### src/rtl/handshake_fifo_nontransparent.sv
// Elastic handshake FIFO with a registered output and a registered ready.
// Breaks both the valid/data path and the ready path of the channel.
module handshake_fifo_nontransparent #(
  parameter int DATA_WIDTH = 32,
  parameter int NUM_SLOTS  = 4,
  localparam int CW = $clog2(NUM_SLOTS + 1),
  localparam int PW = (NUM_SLOTS > 1) ? $clog2(NUM_SLOTS) : 1
) (
  input  logic                  clk,
  input  logic                  rst,
  input  logic [DATA_WIDTH-1:0] ins,
  input  logic                  ins_valid,
  output logic                  ins_ready,
  output logic [DATA_WIDTH-1:0] outs,
  output logic                  outs_valid,
  input  logic                  outs_ready,
  output logic [CW-1:0]         occupancy
);

  localparam logic [PW-1:0] LAST = PW'(NUM_SLOTS - 1);
  localparam logic [CW-1:0] FULL = CW'(NUM_SLOTS);

  logic [DATA_WIDTH-1:0] mem [NUM_SLOTS];
  logic [PW-1:0]         wr_ptr;
  logic [PW-1:0]         rd_ptr;
  logic [CW-1:0]         count;
  logic                  push;
  logic                  pop;

  // Depth need not be a power of two, so wrap on an explicit compare.
  function automatic logic [PW-1:0] next_ptr(
    input logic [PW-1:0] p
  );
    return (p == LAST) ? '0 : p + PW'(1);
  endfunction

  assign ins_ready  = rst & (count != FULL);
  assign outs_valid = (count != '0);
  assign outs       = mem[rd_ptr];
  assign occupancy  = count;

  assign push = ins_valid & ins_ready;
  assign pop  = outs_valid & outs_ready;

  always_ff @(posedge clk or negedge rst) begin
    if (!rst) begin
      wr_ptr <= '0;
      rd_ptr <= '0;
      count  <= '0;
    end else begin
      if (push) wr_ptr <= next_ptr(wr_ptr);
      if (pop)  rd_ptr <= next_ptr(rd_ptr);
      case ({push, pop})
        2'b10:   count <= count + CW'(1);
        2'b01:   count <= count - CW'(1);
        default: count <= count;
      endcase
    end
  end

  // Storage is deliberately left out of reset.
  always_ff @(posedge clk) begin
    if (push) mem[wr_ptr] <= ins;
  end

  a_no_overflow: assert property (
    @(posedge clk) disable iff (!rst)
    (count <= FULL) && !((count == FULL) && push)
  );

  a_no_underflow: assert property (
    @(posedge clk) disable iff (!rst)
    !((count == '0) && pop)
  );

endmodule

### config.mk
export PLATFORM = sky130hd
export DESIGN_NAME = handshake_fifo_nontransparent
export DESIGN_NICKNAME = d
export VERILOG_FILES = /design/src/rtl/handshake_fifo_nontransparent.sv
export SDC_FILE = /design/constraint.sdc
export NUM_CORES = 1
export LEC_CHECK = 0
export CORE_MARGIN = 2
export CORE_UTILIZATION = 45
export CTS_BUF_LIST = sky130_fd_sc_hd__clkbuf_16
export DETAILED_ROUTE_END_ITERATION = 16
export HOLD_SLACK_MARGIN = 0.06
export PLACE_DENSITY_LB_ADDON = 0.12
export SLEW_MARGIN = 30
export SYNTH_ARGS = -nofsm -noshare
export SYNTH_HDL_FRONTEND = slang
export SYNTH_SLANG_ARGS = --single-unit
### constraint.sdc
create_clock -name clk -period 3.1 [get_ports clk]
set_input_delay 0.775 -clock clk [delete_from_list [all_inputs] [get_ports clk]]
set_output_delay 0.775 -clock clk [all_outputs]
set_load 0.1 [all_outputs]
# Word level (Yosys, flattened, before mapping)
# Memories as Yosys holds them, arrays and structs flattened.
# Cells that the tools add are included.
# Widths: inputs -> output; s select.
totals:
  memories: 1
  regBits: 7
  ramBits: 128
  input_bits: 36
  out_inout_bits: 37
  elab_cells: 23
classes:
  mux: 5
  n_reduce_logical: 2
  eq_ne: 5
  n_bitwise: 3
  add_sub_neg: 4
mem_list:
  columns: ["memory", "words", "width", "rd", "rd_clocked_by_memory_dff", "wr", "line_no", "rtl"]
  rows:
  - ["mem", 4, 32, 1, 0, 1, "23", "logic [DATA_WIDTH-1:0] mem [NUM_SLOTS];"]
ops:
  columns: ["op", "n"]
  rows:
  - ["$eq 2x2->1 const B", 3]
  - ["$pmux 3 s2", 1]
  - ["$add 2x1->2 const B", 2]
  - ["$mux 2", 2]
  - ["$add 3x1->3 const B", 1]
  - ["$and 1x1->1", 3]
  - ["$ne 3x3->1 const B", 1]
  - ["$reduce_bool 3->1", 1]
  - ["$sub 3x1->3 const B", 1]
  - ["$eq 2x1->1 const B", 1]
  - ["$mux 1", 2]
  - ["$reduce_bool 2->1", 1]

# Longest topological paths before layout
depth:
  ltp_word: 5
  ltp_mapped: 9
  ltp_nobuf: 9

# Worst setup path before layout
# Ideal clock, no wire load.
synth_path:
  kind: "register to output"
  from: "register count[0], in the netlist occupancy[0]"
  to: "output port ins_ready"
  required_ns: 2.325
  arrival_ns: 3.371
  path_slack_ns: -1.046
  n_path_buf: 0
  path_stages_with_launch: 3
  cell_sequence: "dfrtp_1 > nor2_1 > a21boi_0"
synth_via:
  elab_chain_len: 2
synth_rtl:
  columns: ["element", "line_no", "rtl"]
  rows:
  - ["from (decl)", "26", "logic [CW-1:0] count;"]
  - ["from (signal assigned)", "54", "2'b10: count <= count + CW'(1);"]
  - ["from (signal assigned)", "55", "2'b01: count <= count - CW'(1);"]
  - ["from (signal assigned)", "56", "default: count <= count;"]
  - ["$ne 3x3->1", "37", "assign ins_ready = rst & (count != FULL);"]
  - ["$and 1x1->1", "37", null]
  - ["to (decl)", "13", "output logic ins_ready,"]
# Every way passes these cells.

# Final worst setup path
layout_path:
  from: "register rd_ptr[0]"
  to: "output port outs[2]"
layout_via:
  elab_chain_len: 1
layout_rtl:
  columns: ["element", "line_no", "rtl"]
  rows:
  - ["from (decl)", "25", "logic [PW-1:0] rd_ptr;"]
  - ["from (signal assigned)", "52", "if (pop) rd_ptr <= next_ptr(rd_ptr);"]
  - ["$mem_v2 4x32", null, null]
  - ["to (decl)", "14", "output logic [DATA_WIDTH-1:0] outs,"]
# Every way passes these cells.

==> reports/metrics.yaml <==
synth-edff-count: 128
finClkSkew_ns: 0.00786
rsz0062_at_grt: "no"
cts_resized: 0
antennaDiodeCount: 0
outcome: "finished, final reports clean"
layout-drive-gt1-share_pct: 36.6
clk_pin_slew_worst_paths_ns: 0.05
avgSynthCellArea_um2: 24.4
synth_xor_xnor_area_share_pct: 0.513
setup-tns-final_ns: 0
die_h_um: 111
routedWlPerCell_um: 19.1
period_needed_ns: 2.95
synth_ff_type: "edfxtp_1"
cts_max_level: 4
synth_top_family_by_area: "multiplexers"
cts_made_buffers: 17
port-buffer-count: 72
ys_ff_latch: 135
relSlewSlack_pct: 74.4
finalHoldViolCount: 0
grt_max_degree: 28
synth_fp_nets: 253
critPathLaunchType: "flop"
root_buffer: "clkbuf_16"
grt_use_total_pct: 15.5
yosysWarnings: 0
syn-cell-area_mm2: 0.00512
synth_async_sr_flop_share_pct: 5.19
pin_count: 73
cts_sinks: 135
synth_adder_area_share_pct: 1.86
setup_viol: 0
start_util_pct: 46.7
ant_nets: 0
drc: 0
yosys.area_share.simple_pct: 1.20
fmax_ghz: 0.339
drt_wl_total_mm: 8.65
most-common-layout-cells: "128 x edfxtp_1, 35 x clkdlybuf4s50_1, 30 x buf_12"
fill_cells: 727
grt_overflow: 0
fp.coreArea_mm2: 0.0110
die-area_mm2: 0.0123
dp_hpwl_mm: 5.28
yosysSeqAreaShare_pct: 78.4
cts_setup_buffers: 0
clock_latency_ns: 0.41
cts_hold_buf: 0
nets: 344
arrival_ns: 2.17
crit_required_ns: 2.32
final_core_util_pct: 63.2
clk_path_buf_depth: 2
min_path_type: "flop to flop"
via_per_inst: 5.23
synthCells: 210
synthMuxAreaShare_pct: 15.4
cts_tree: "built"
drtIter0Drc: 123
grt_pass1_vias: 2565
antenna_found_initial: 0
grt_pass1_wl_mm: 14.1
critPathCaptureType: "output port"
die_x_um: 111
num_vias: 2376
drv_cap: 0
ys_types: 22
dr.pass1.iters: 6
crit_type: "flop to output port"
gp_congestion: 0.700
fin_crit_sh_pct: 95.0
num_rows: 38
path_max_fanout: 25
final_common_cell: "edfxtp_1"
area_growth_syn_to_layout_pct: 35.4
synth_compound_area_share_pct: 0.317
maxSlewViolCount: 0
worstMarginPinSlew_ns: 0.385
sequential cells by signal, indices dropped and copies added (netlist names):
name	cells
occupancy	3
rd_ptr	2
wr_ptr	2
mem	128
cells by family after synthesis:
logic type | Yosys count
AO/OA/AOI/OAI | 2
XOR/XNOR | 3
adder cells (fa/ha/maj) | 7
buffers and inverters | 15
flip-flops | 135
multiplexers | 37
AND/OR/NAND/NOR | 11
through the flow:
stage                     cell area, um^2  hold WS [ns]  setup WS, ns  std cells
after global routing                 6940         0.599        0.0234        454
after floorplan                      5130         0.479         0.262        210
after CTS                            6940         0.581         0.101        454
after detailed placement             6280         0.567         0.468        422
final                                6940         0.579         0.154        454
after global placement               6280         0.552         0.492        422
critical path, cell delays in order, from the launching register on:
cell and delay (ns):
dfrtp_2 0.60, buf_12 0.27, mux4_1 0.66, buf_12 0.20
per-layer routing:
layer | vias up | wire length [um] | track usage, %
met3 | 10 | 370 | 6.12
met1 | 1246 | 3750 | 19.5
met2 | 61 | 4440 | 24.9
met5 | - | 0 | 0
li1 | 1059 | - | -
met4 | 0 | 98 | 5.00
worst paths after layout:
path,from,to,slack [ns],cells past startpoint
max reg2reg,occupancy[0],occupancy[2],1.12,9
max,rd_ptr[0],outs[2],0.15,3
min reg2reg,wr_ptr[1],wr_ptr[1],0.58,1
min,wr_ptr[1],wr_ptr[1],0.58,1
min in group asynchronous,rst,occupancy[0],0.67,2
max in group asynchronous,rst,rd_ptr[0],2.28,2
synth_stat cells (2+ instances only):
library cell | instances | area [um^2]
edfxtp_1 | 128 | 3840
mux4_2 | 28 | 631
dfrtp_1 | 7 | 175
inv_1 | 7 | 26.3
ha_1 | 6 | 75.1
and2_1 | 4 | 25.0
mux2_2 | 4 | 45.0
mux4_1 | 4 | 105
nor2_1 | 4 | 15.0
buf_12 | 3 | 60.1
buf_2 | 3 | 15.0
xor2_1 | 2 | 17.5
area by class of cell:
cell class,count,area [um^2],share of cell area [%]
multi-input combinational,60,998,14.4
sequential,135,4020,57.9
clock inverter,15,231,3.33
tap,140,175,2.52
inverter,7,26.3,0.379
clock buffer,17,425,6.13
timing repair buffer,80,1060,15.3
Power is left out: the tool's default activity adds up to more than one toggle a clock period on the data nets, which glitch-free logic cannot reach.
